[src/rtl/instr_fetch.sv]
// Fetch stage: owns the PC, addresses instruction memory and fills the IF/ID register.
// Two-state FSM (RUN/HALT); HALT is entered on ECALL/EBREAK and is left only by reset.
module instr_fetch #(
  parameter int unsigned ADDR_W   = 10,
  parameter logic [31:0] RESET_PC = 32'h0000_0000,
  parameter logic [31:0] NOP      = 32'h0000_0013
) (
  input  logic              clk,
  input  logic              rst,
  input  logic              stall,
  input  logic              redirect_valid,
  input  logic [31:0]       redirect_pc,
  output logic [ADDR_W-1:0] imem_addr,
  input  logic [31:0]       imem_data,
  output logic              if_valid,
  output logic [31:0]       if_pc,
  output logic [31:0]       if_instr,
  output logic              halted
);

  localparam logic [31:0] ECALL  = 32'h0000_0073;
  localparam logic [31:0] EBREAK = 32'h0010_0073;

  typedef enum logic {RUN, HALT} state_t;

  state_t      state_q;
  logic [31:0] pc_q;
  logic        valid_q;
  logic [31:0] if_pc_q;
  logic [31:0] instr_q;
  logic        halted_q;

  logic        halt_instr;
  logic [31:0] pc_plus4;
  logic        unused_redirect_bits;

  assign halt_instr           = (imem_data == ECALL) || (imem_data == EBREAK);
  assign pc_plus4             = pc_q + 32'd4;
  assign unused_redirect_bits = ^redirect_pc[1:0];

  always_ff @(posedge clk or posedge rst) begin
    if (rst) begin
      state_q  <= RUN;
      pc_q     <= RESET_PC;
      valid_q  <= 1'b0;
      if_pc_q  <= 32'h0;
      instr_q  <= NOP;
      halted_q <= 1'b0;
    end else begin
      // halted lags the state by one edge
      halted_q <= (state_q == HALT);
      case (state_q)
        RUN: begin
          if (redirect_valid) begin
            pc_q    <= {redirect_pc[31:2], 2'b00};
            valid_q <= 1'b0;
            instr_q <= NOP;
            if_pc_q <= 32'h0;
          end else if (!stall) begin
            instr_q <= imem_data;
            if_pc_q <= pc_q;
            valid_q <= 1'b1;
            if (halt_instr) begin
              state_q <= HALT;
            end else begin
              pc_q <= pc_plus4;
            end
          end
        end
        HALT: begin
          // a stalled ECALL/EBREAK stays in IF/ID until the stall clears
          if (!stall) begin
            valid_q <= 1'b0;
            instr_q <= NOP;
          end
        end
        default: state_q <= RUN;
      endcase
    end
  end

  assign imem_addr = pc_q[ADDR_W+1:2];
  assign if_valid  = valid_q;
  assign if_pc     = if_pc_q;
  assign if_instr  = instr_q;
  assign halted    = halted_q;

endmodule
[config.mk]
export PLATFORM = sky130hd
export DESIGN_NAME = instr_fetch
export DESIGN_NICKNAME = d
export VERILOG_FILES = /design/src/rtl/instr_fetch.sv
export SDC_FILE = /design/constraint.sdc
export NUM_CORES = 1
export LEC_CHECK = 0
export CELL_PAD_IN_SITES_DETAIL_PLACEMENT = 1
export CELL_PAD_IN_SITES_GLOBAL_PLACEMENT = 1
export CORE_MARGIN = 4
export CORE_UTILIZATION = 35
export CTS_CLUSTER_SIZE = 25
export DETAILED_ROUTE_END_ITERATION = 8
export GPL_ROUTABILITY_DRIVEN = 0
export PLACE_DENSITY_LB_ADDON = 0.05
export SLEW_MARGIN = 10
export SYNTH_ARGS = -nofsm -noshare
export SYNTH_HDL_FRONTEND = slang
export SYNTH_SLANG_ARGS = --single-unit
[constraint.sdc]
create_clock -name clk -period 3.6 [get_ports clk]
set_input_delay 0.72 -clock clk [delete_from_list [all_inputs] [get_ports clk]]
set_output_delay 0.72 -clock clk [all_outputs]
set_load 0.02 [all_outputs]
==> metrics.txt <==
antenna violations before repair=0; Total Nets Final=605; Int Power=1.831 mW; synthesized area=4466 sq um; Diodes inserted=0; 1st-iter DRT viols=187; htree depth=3; vias in the first global route=4234; post-synthesis cell type count=56; worst min-delay path class=flop to flop; yosys warns=0; Worst VDD drop=0.1813 mV; io pins=144; pin count of the biggest net entering global routing=65; maxcap violations=0; leakage=2.600 nW; Final Hold Slack=0.4862 ns; most frequent cells in the layout=140 x clkdlybuf4s50_1, 93 x dfrtp_1, 58 x a22o_1; Residual DRC=0; FP Rows=40; core area=12260 sq um; crit path DAT=3.00 ns; PD cells=377.1 nW/um^2; initial cell density of the core=0.3642; CP Launch Type=input pin; worst slew pin tran=1.252 ns; vias=3951; post-route insts no fill=709; # port buffers=141; ys flop type=dfrtp_1; dpl cells=693; most common cell after layout, fill and taps aside=clkdlybuf4s50_1; Die Height=121.0 um; GRT Residual Overflow=0; Root Buffer=clkbuf_16; clock sink total=96; Logic pwr share=0.089; Num CTS Buffers=9; Layout area overhead=40.66%; Mapped Cells=418; number of buffers on the longest clock path=2; hold_buf cts=0; Synth top area share=0.5212; DP HPWL=9.853 mm; vias per cell=5.573; first-pass GRT wire length=23.13 mm; WL per Instance=19.98 um; clk_lat worst skew=0.34 ns; asr flop ratio synth=1.000; register area share after synthesis=0.5388; Total Wirelength=14.16 mm; total negative slack=0 ns; final setup vio count=0; fin. max-slew vios=0; final hold viol count=0; CTS tree=yes; Clk network pwr share=0.435; Period Utilization, post-route=0.7808; CP Max Fanout=21; Setup Buffers After CTS=0; Post-synth EDFFs=0; sequential fraction of design power=0.476; Mapped Avg Cell Area=10.68 sq um; Tmin final=2.811 ns; Worst Path Required=3.78 ns; CTS resizes=0; ratio of cells with drive above 1 in the final layout=0.07394; Psw=0.5375 mW; Post-DRT Antenna Nets=0; fillers=1359; Reg clk slew, reported paths=0.07 ns; Max Clock Skew=0.005216 ns; fin util=0.5122; die width=121.0 um; Worst slew margin=0.1606; Pre-Repair DR Iteration Count=4; cell taking the most area after synthesis=dfrtp_1; Total Power=2.369 mW; DIE AREA=14630 sq um; outcome=finished, final reports clean; Sw Share=0.2269; #FFs+latches synth=96; Max Fclk=355.7 MHz; Synth Net Count=487; WS Path Type=input pin to flop; gr usage total=0.1999; ranking of synthesized cells by area=dfrtp_1 52%, a22o_1 11%, o21ai_0 3.0%; RSZ-0062 raised after global routing=false; nature of the critical path endpoint=flop
[layer usage]
metal	vias up	part of all wire	track usage
li1	1820	-	-
met1	2036	0.44	0.2588
met2	85	0.50	0.3369
met3	10	0.042	0.04149
met4	0	0.011	0.05949
met5	-	0	0
[final timing paths]
path | to | cells past startpoint | slack (ns) | startpoint
worst min-delay path | if_pc[6] | 2 | 0.49 | if_pc[6]
worst max register to register | pc_q[30] | 6 | 1.08 | pc_q[2]
max in group asynchronous | if_instr[0] | 3 | 2.08 | rst
min in group asynchronous | if_pc[1] | 2 | 0.78 | rst
worst min register to register | if_pc[6] | 2 | 0.49 | if_pc[6]
worst max-delay path | pc_q[31] | 6 | 0.79 | stall
[cell families (layout without fill, tap and decap cells)]
group,after synthesis,in the layout,synth area share
adders and majority gates,1,1,0.002801
DFF,96,96,0.5388
AOI/OAI and AO/OA,153,153,0.2572
and+or+nand+nor,114,114,0.1393
buffers and inverters,51,174,0.05520
muxes,3,3,0.006725
[cell usage after synthesis (all sizes together), types with 5 or more instances]
master / n
dfrtp: 93
a22o: 58
nor2: 34
o21ai: 27
clkbuf: 25
nand2: 20
buf: 19
a21oi: 18
nand3: 12
a22oi: 10
nor4: 10
o2bb2ai: 10
nand4: 9
nor3: 8
inv: 7
o22a: 5
[worst max-delay path: stages]
cell             delay (ns)
clkdlybuf4s50_1        0.50
nor3_2                 0.97
buf_4                  0.43
o211ai_1               0.14
mux2i_1                0.15
a311oi_1               0.07
[flip-flops by register name (all words and copies together), names as in the netlist]
register	flops
pc_q	30
halted	1
if_pc	31
if_valid	1
if_instr	32
state_q	1
[power groups by stage]
stage | sequential, mW | combinational (mW) | clock, mW
final | 1.13 | 0.210 | 1.03
after floorplan | 1.14 | 0.101 | 0
after global routing | 1.13 | 0.231 | 1.11
after global placement | 1.15 | 0.207 | 0
after CTS | 1.13 | 0.214 | 1.06
after detailed placement | 1.15 | 0.211 | 0
[cell type report]
| type | instances | area (sq um) | share of cell area |
|---|---|---|---|
| clock inverters | 4 | 70.07 | 0.01116 |
| flip-flops and latches | 96 | 2406 | 0.3831 |
| inverters | 7 | 28.78 | 0.004582 |
| repair buffers | 151 | 1494 | 0.2378 |
| clock buffers | 12 | 246.5 | 0.03924 |
| well taps | 168 | 210.2 | 0.03347 |
| multi-input cells | 271 | 1826 | 0.2906 |
[stage by stage]
stage / worst slack (ns) / instance area [sq um]
2_1_floorplan: 0.3796 / 4466
3_3_place_gp: 0.5121 / 5964
3_5_place_dp: 0.3786 / 5964
4_1_cts: 0.7519 / 6281
5_1_grt: 0.6198 / 6281
6_report: 0.7890 / 6281
(Power assumes the default switching activity.)
